File: config.mk
export PLATFORM = sky130hd
export DESIGN_NAME = mvm_config_loader
export DESIGN_NICKNAME = d
export VERILOG_FILES = /design/src/rtl/mvm_config_loader.sv
export SDC_FILE = /design/constraint.sdc
export NUM_CORES = 1
export LEC_CHECK = 0
export ABC_AREA = 1
export BUFFER_PORTS_ARGS = -buffer_cell sky130_fd_sc_hd__buf_2
export CAP_MARGIN = 0
export CORE_AREA = 3 3 467 469
export DETAILED_ROUTE_END_ITERATION = 6
export DIE_AREA = 0 0 470 472
export MAX_ROUTING_LAYER = met4
export SLEW_MARGIN = 20
export SYNTH_ARGS = -nofsm -noshare
export SYNTH_HDL_FRONTEND = slang
export SYNTH_SLANG_ARGS = --single-unit
File: constraint.sdc
create_clock -name clk -period 2.2 [get_ports clk]
set_input_delay 0.33 -clock clk [delete_from_list [all_inputs] [get_ports clk]]
set_output_delay 0.33 -clock clk [all_outputs]
set_load 0.01 [all_outputs]
File: src/rtl/mvm_config_loader.sv
// -----------------------------------------------------------------------------
// mvm_config_loader
//
// Single NoC injection point for MVM configuration traffic. Instruction words
// and weight-RF rows come from two requesters. The block arbitrates between
// them round-robin, one whole packet at a time, and drives one AXI-S mesh port.
// Every flit is formatted as {tuser, data}.
//
// Optional feature macro: MVM_LOADER_STATS_EN
//   defined   -> inst_count, wgt_count and addr_ovf are live registers
//   undefined -> those three outputs are tied to 0 and no registers are built
//
// Ports
//   clk, rst_n                : clock, asynchronous active-low reset
//   inst_valid/ready/data/dest/last
//                             : instruction requester (32-bit words)
//   wgt_valid/ready/data/dpe/dest/last
//                             : weight requester (DATAW-bit rows, DPE index)
//   axis_tx_tvalid/tready/tdata/tid/tdest/tlast
//                             : NoC output; tid 0 = instruction, 1 = weight
//   busy                      : FSM not idle, or a flit is held at the output
//   addr_ovf                  : sticky, weight RF address wrapped inside a packet
//   inst_count, wgt_count     : saturating counts of accepted flits
// -----------------------------------------------------------------------------
module mvm_config_loader #(
    parameter int DATAW = 512,
    parameter int USERW = 75,
    parameter int DESTW = 4,
    parameter int IDW   = 2,
    parameter int DPES  = 64,
    parameter int ADDRW = 9
) (
    input  logic                     clk,
    input  logic                     rst_n,

    input  logic                     inst_valid,
    output logic                     inst_ready,
    input  logic [31:0]              inst_data,
    input  logic [DESTW-1:0]         inst_dest,
    input  logic                     inst_last,

    input  logic                     wgt_valid,
    output logic                     wgt_ready,
    input  logic [DATAW-1:0]         wgt_data,
    input  logic [$clog2(DPES)-1:0]  wgt_dpe,
    input  logic [DESTW-1:0]         wgt_dest,
    input  logic                     wgt_last,

    output logic                     axis_tx_tvalid,
    input  logic                     axis_tx_tready,
    output logic [DATAW+USERW-1:0]   axis_tx_tdata,
    output logic [IDW-1:0]           axis_tx_tid,
    output logic [DESTW-1:0]         axis_tx_tdest,
    output logic                     axis_tx_tlast,

    output logic                     busy,
    output logic                     addr_ovf,
    output logic [15:0]              inst_count,
    output logic [15:0]              wgt_count
);

    localparam int FLITW = DATAW + USERW;

    typedef enum logic [1:0] {
        S_IDLE = 2'd0,
        S_INST = 2'd1,
        S_WGT  = 2'd2
    } state_t;

    // rr_last: 1 = weight requester was served last, 0 = instruction.
    state_t              state_q,     state_d;
    logic                rr_last_q,   rr_last_d;
    logic [ADDRW-1:0]    waddr_q,     waddr_d;

    logic                out_valid_q, out_valid_d;
    logic [FLITW-1:0]    out_data_q,  out_data_d;
    logic [IDW-1:0]      out_tid_q,   out_tid_d;
    logic [DESTW-1:0]    out_dest_q,  out_dest_d;
    logic                out_last_q,  out_last_d;

    logic                out_can_load;
    logic                inst_rdy_c;
    logic                wgt_rdy_c;
    logic                inst_acc;
    logic                wgt_acc;
    logic [DPES-1:0]     wgt_onehot;
    logic [USERW-1:0]    wgt_user;

    // -------------------------------------------------------------------------
    // Arbitration FSM, weight address and output register next-state logic
    // -------------------------------------------------------------------------
    always_comb begin
        state_d     = state_q;
        rr_last_d   = rr_last_q;
        waddr_d     = waddr_q;
        out_valid_d = out_valid_q;
        out_data_d  = out_data_q;
        out_tid_d   = out_tid_q;
        out_dest_d  = out_dest_q;
        out_last_d  = out_last_q;

        // The single output slot can take a new flit when it is empty or
        // its current flit leaves this cycle.
        out_can_load = !out_valid_q || axis_tx_tready;
        inst_rdy_c   = (state_q == S_INST) && out_can_load;
        wgt_rdy_c    = (state_q == S_WGT)  && out_can_load;
        inst_acc     = inst_valid && inst_rdy_c;
        wgt_acc      = wgt_valid  && wgt_rdy_c;

        wgt_onehot          = '0;
        wgt_onehot[wgt_dpe] = 1'b1;
        wgt_user                 = '0;
        wgt_user[ADDRW-1:0]      = waddr_q;
        wgt_user[10:9]           = 2'b11;
        wgt_user[USERW-1:11]     = wgt_onehot;

        unique case (state_q)
            S_IDLE: begin
                // With both requesting, the one not served last wins.
                if (inst_valid && (!wgt_valid || rr_last_q)) begin
                    state_d = S_INST;
                end else if (wgt_valid) begin
                    state_d = S_WGT;
                    waddr_d = '0;
                end
            end
            S_INST: begin
                if (inst_acc && inst_last) begin
                    state_d   = S_IDLE;
                    rr_last_d = 1'b0;
                end
            end
            S_WGT: begin
                if (wgt_acc) begin
                    // Natural wrap at 2^ADDRW.
                    waddr_d = waddr_q + ADDRW'(1);
                end
                if (wgt_acc && wgt_last) begin
                    state_d   = S_IDLE;
                    rr_last_d = 1'b1;
                end
            end
            default: state_d = S_IDLE;
        endcase

        if (inst_acc) begin
            out_valid_d       = 1'b1;
            out_data_d        = '0;
            out_data_d[31:0]  = inst_data;
            out_tid_d         = IDW'(0);
            out_dest_d        = inst_dest;
            out_last_d        = inst_last;
        end else if (wgt_acc) begin
            out_valid_d = 1'b1;
            out_data_d  = {wgt_user, wgt_data};
            out_tid_d   = IDW'(1);
            out_dest_d  = wgt_dest;
            out_last_d  = wgt_last;
        end else if (axis_tx_tready) begin
            out_valid_d = 1'b0;
        end
    end

    always_ff @(posedge clk or negedge rst_n) begin
        if (!rst_n) begin
            state_q     <= S_IDLE;
            rr_last_q   <= 1'b1;
            waddr_q     <= '0;
            out_valid_q <= 1'b0;
            out_data_q  <= '0;
            out_tid_q   <= '0;
            out_dest_q  <= '0;
            out_last_q  <= 1'b0;
        end else begin
            state_q     <= state_d;
            rr_last_q   <= rr_last_d;
            waddr_q     <= waddr_d;
            out_valid_q <= out_valid_d;
            out_data_q  <= out_data_d;
            out_tid_q   <= out_tid_d;
            out_dest_q  <= out_dest_d;
            out_last_q  <= out_last_d;
        end
    end

    assign inst_ready     = inst_rdy_c;
    assign wgt_ready      = wgt_rdy_c;
    assign axis_tx_tvalid = out_valid_q;
    assign axis_tx_tdata  = out_data_q;
    assign axis_tx_tid    = out_tid_q;
    assign axis_tx_tdest  = out_dest_q;
    assign axis_tx_tlast  = out_last_q;
    assign busy           = (state_q != S_IDLE) || out_valid_q;

`ifdef MVM_LOADER_STATS_EN
    // -------------------------------------------------------------------------
    // Statistics: saturating flit counters and sticky address-wrap flag
    // -------------------------------------------------------------------------
    logic [15:0] inst_cnt_q, inst_cnt_d;
    logic [15:0] wgt_cnt_q,  wgt_cnt_d;
    logic        addr_ovf_q, addr_ovf_d;

    function automatic logic [15:0] sat_inc(input logic [15:0] v);
        return (v == 16'hFFFF) ? v : v + 16'd1;
    endfunction

    always_comb begin
        inst_cnt_d = inst_cnt_q;
        wgt_cnt_d  = wgt_cnt_q;
        addr_ovf_d = addr_ovf_q;
        if (inst_acc) begin
            inst_cnt_d = sat_inc(inst_cnt_q);
        end
        if (wgt_acc) begin
            wgt_cnt_d = sat_inc(wgt_cnt_q);
        end
        // Wrap counts only if the packet continues past the top address.
        if (wgt_acc && (waddr_q == '1) && !wgt_last) begin
            addr_ovf_d = 1'b1;
        end
    end

    always_ff @(posedge clk or negedge rst_n) begin
        if (!rst_n) begin
            inst_cnt_q <= '0;
            wgt_cnt_q  <= '0;
            addr_ovf_q <= 1'b0;
        end else begin
            inst_cnt_q <= inst_cnt_d;
            wgt_cnt_q  <= wgt_cnt_d;
            addr_ovf_q <= addr_ovf_d;
        end
    end

    assign inst_count = inst_cnt_q;
    assign wgt_count  = wgt_cnt_q;
    assign addr_ovf   = addr_ovf_q;
`else
    assign inst_count = '0;
    assign wgt_count  = '0;
    assign addr_ovf   = 1'b0;
`endif

endmodule

==> flow_summary.json <==
{
  "status": "finished clean",
  "hold_depth": 5,
  "rsz0062_at_grt": "true",
  "cpMaxStageDelayCell": "dfrtp_1",
  "initialDrtViolationCount": 1547,
  "drive_gt1_share_pct": 31.3,
  "htree_levels": 3,
  "postSynthAreaPerCell_um2": 8.91,
  "crit_type": "flip-flop to flip-flop",
  "grt_pass1_vias": 26300,
  "yosys_warnings": 0,
  "vias": 25900,
  "hold_viol": 0,
  "syn_area_um2": 23500,
  "clk-insertion-delay-late_ns": 0.70,
  "grt.overflow.total": 0,
  "p_leak_nw": 22.1,
  "cts.sinks": 604,
  "clock.fmax_mhz": 464,
  "hold_start": "axis_tx_tready",
  "synth-compound-area-share_pct": 1.72,
  "cts_buffers": 80,
  "cts_max_path_buffers": 3,
  "path_buf_inv": 5,
  "die-area_um2": 222000,
  "start_util_pct": 11.0,
  "seqPwrFrac_pct": 34.3,
  "finalCriticalPeriod_ns": 2.16,
  "root_buffer": "clkbuf_16",
  "io_pins": 1196,
  "r2r-start": "state_q[0]$_DFFE_PN0P_",
  "tightest_slew_ns": 0.719,
  "synth-seq-cells": 604,
  "finalClockSkew_ns": 0.0326,
  "min_to": "axis_tx_tvalid$_DFFE_PN0P_",
  "synth-xor-area-share_pct": 0.0372,
  "yosysUniqueCellTypes": 23,
  "layout_common_cells": "nand2_1, buf_2, dfrtp_1",
  "dp_cells": 6585,
  "synthMuxAreaShare_pct": 0,
  "start_kind": "flip-flop",
  "clkPwrFrac_pct": 27.5,
  "end_kind": "flip-flop",
  "die_w_um": 470,
  "cp.depth": 9,
  "die_y_um": 472,
  "critPathMaxStageDelay_ns": 0.39,
  "hpwl_um": 155000,
  "gp_congestion": 0.929,
  "cp_top_family": "buffers and inverters",
  "stdcell_count": 7452,
  "synth_fa_ha_area_share_pct": 0.0532,
  "place_area_um2": 32900,
  "cp_max_fo": 41,
  "finalSetupViolations": 0,
  "reg2reg_to": "axis_tx_tdata[315]$_DFFE_PN0P_",
  "ir_drop_v": 0.000572,
  "path_cells": "inv_1 > nand2_2 > inv_4 > nand3_4 > clkinv_16 > buf_12 > buf_12 > nand2_1 > nand2_1",
  "drcViolationCount": 0,
  "switching_share_pct": 41.3,
  "drt_wl_total_um": 184000,
  "final_area_um2": 41600,
  "mostFrequentLayoutCell": "nand2_1",
  "grt_pass1_wl_um": 241000,
  "viasPerCell": 3.47,
  "tns_ns": 0,
  "cp.arrival_ns": 2.78,
  "rr_worst_depth": 9,
  "p_switching_mw": 20.4,
  "seq_area_um2": 15100,
  "pre_cts_ws_ns": 0.0962,
  "rows": 170,
  "synthCells": 2641,
  "num-fill-cells": 24000,
  "ys_seq_area_share_pct": 64.3,
  "rrSetupSlack_ns": 0.04,
  "port_buffers": 1161,
  "comb_power_share_pct": 38.2,
  "hold_ws_ns": 0.123,
  "grt_max_degree": 115,
  "crit_required_ns": 2.82,
  "syn_to_final_growth_pct": 76.9,
  "synth_top_family_by_area": "simple AND/OR/NAND/NOR gates",
  "postRouteAntennaNets": 0,
  "wl_per_cell_um": 24.7,
  "final_core_util_pct": 19.4,
  "p_int_mw": 29.0,
  "grt_usage_pct": 16.6,
  "multi_input_area_um2": 7320,
  "total_power_mw": 49.4,
  "core_area_um2": 214000,
  "min_period_over_period_pct": 98.0,
  "relSlewSlack_pct": 52.1,
  "antenna_found_initial": 215,
  "slew_viol_final": 0,
  "max-cap-violations": 0,
  "fin_ws_ns": 0.0438,
  "synthSimpleGateAreaFrac_pct": 28.7,
  "dr.pass1.iters": 5,
  "p_per_area_nw_per_um2": 1190,
  "min_path_type": "primary input to flip-flop",
  "final_nets": 4956,
  "path_clk_slew_ns": 0.07,
  "cts_tree": "built"
}
## state kept, by name (all words and copies together) (netlist names)
name            cells
axis_tx_tdata     586
waddr_q             9
axis_tx_tdest       4
state_q             2
axis_tx_tlast       1
axis_tx_tvalid      1
rr_last_q           1
## power groups by stage
| stage | clock network, mW | registers (mW) | logic [mW] |
|---|---|---|---|
| after floorplan | 0 | 18.5 | 6.04 |
| after global placement | 0 | 16.9 | 18.2 |
| after detailed placement | 0 | 17.0 | 18.3 |
| after CTS | 14.1 | 16.9 | 19.6 |
| after global routing | 14.5 | 17.4 | 20.7 |
| final | 13.6 | 17.0 | 18.9 |
## cell usage after synthesis, drive strengths merged
cell,instances,area [µm²]
nand2,1637,6160
clkbuf,5,18.8
xor2,1,8.76
nor3,7,35.0
o21ai,81,405
conb,1,3.75
nor3b,1,7.51
ha,1,12.5
nor2,17,71.3
nand3,91,468
dfrtp,603,15100
buf,162,1090
dfstp,1,26.3
inv,33,126
## layer usage
layer	track usage, %	routed length, µm	vias up
met4	7.22	8810	0
met5	-	0	-
li1	-	-	11800
met3	6.78	20200	310
met2	26.2	83800	1377
met1	18.5	71400	12400
## cell families (layout without fill, tap and decap cells)
kind of cell / Yosys count / in the layout
buffers and inverters: 200 / 1977
xor gates and xnor gates: 1 / 1
DFF: 604 / 604
other: 1 / 197
adders and majority gates: 1 / 1
and+or+nand+nor: 1753 / 1753
AOI/OAI and AO/OA: 81 / 81
## final cells by class
cell class | count | area share, %
sequential | 604 | 36.3
timing repair buffer | 1801 | 29.8
multi-input combinational | 1870 | 17.6
tap | 2838 | 8.53
clock buffer | 106 | 5.41
clock inverter | 37 | 1.01
antenna | 163 | 0.980
inverter | 33 | 0.391
## worst min-delay path, stage by stage
cell and delay, ns:
buf_2 0.09, inv_1 0.06, nand2_4 0.09, buf_4 0.15, nand2_1 0.06
## how the worst max path moves through the flow
stage                                    start                             end  slack [ns]
detailed placement      state_q[0]$_DFFE_PN0P_  axis_tx_tdata[315]$_DFFE_PN0P_         0.1
finish                  state_q[0]$_DFFE_PN0P_  axis_tx_tdata[315]$_DFFE_PN0P_        0.04
floorplan           axis_tx_tvalid$_DFFE_PN0P_                      inst_ready        0.80
global placement        state_q[0]$_DFFE_PN0P_  axis_tx_tdata[315]$_DFFE_PN0P_        0.09
global route            state_q[0]$_DFFE_PN0P_  axis_tx_tdata[315]$_DFFE_PN0P_       -0.06
CTS                 axis_tx_tvalid$_DFFE_PN0P_                      inst_ready       -0.02
## repair_timing
| action | 4_1_cts | 5_1_grt |
|---|---|---|
| setup endpoints to repair | 2 | 26 |
| resized for setup | 7 | 4 |
| pin swaps | 2 | 0 |
| hold endpoints to repair | 938 | 0 |
| gates cloned | 1 | 0 |
| hold buffers | 555 | 0 |
| setup buffers | 5 | 0 |
(Power assumes the default switching activity.)
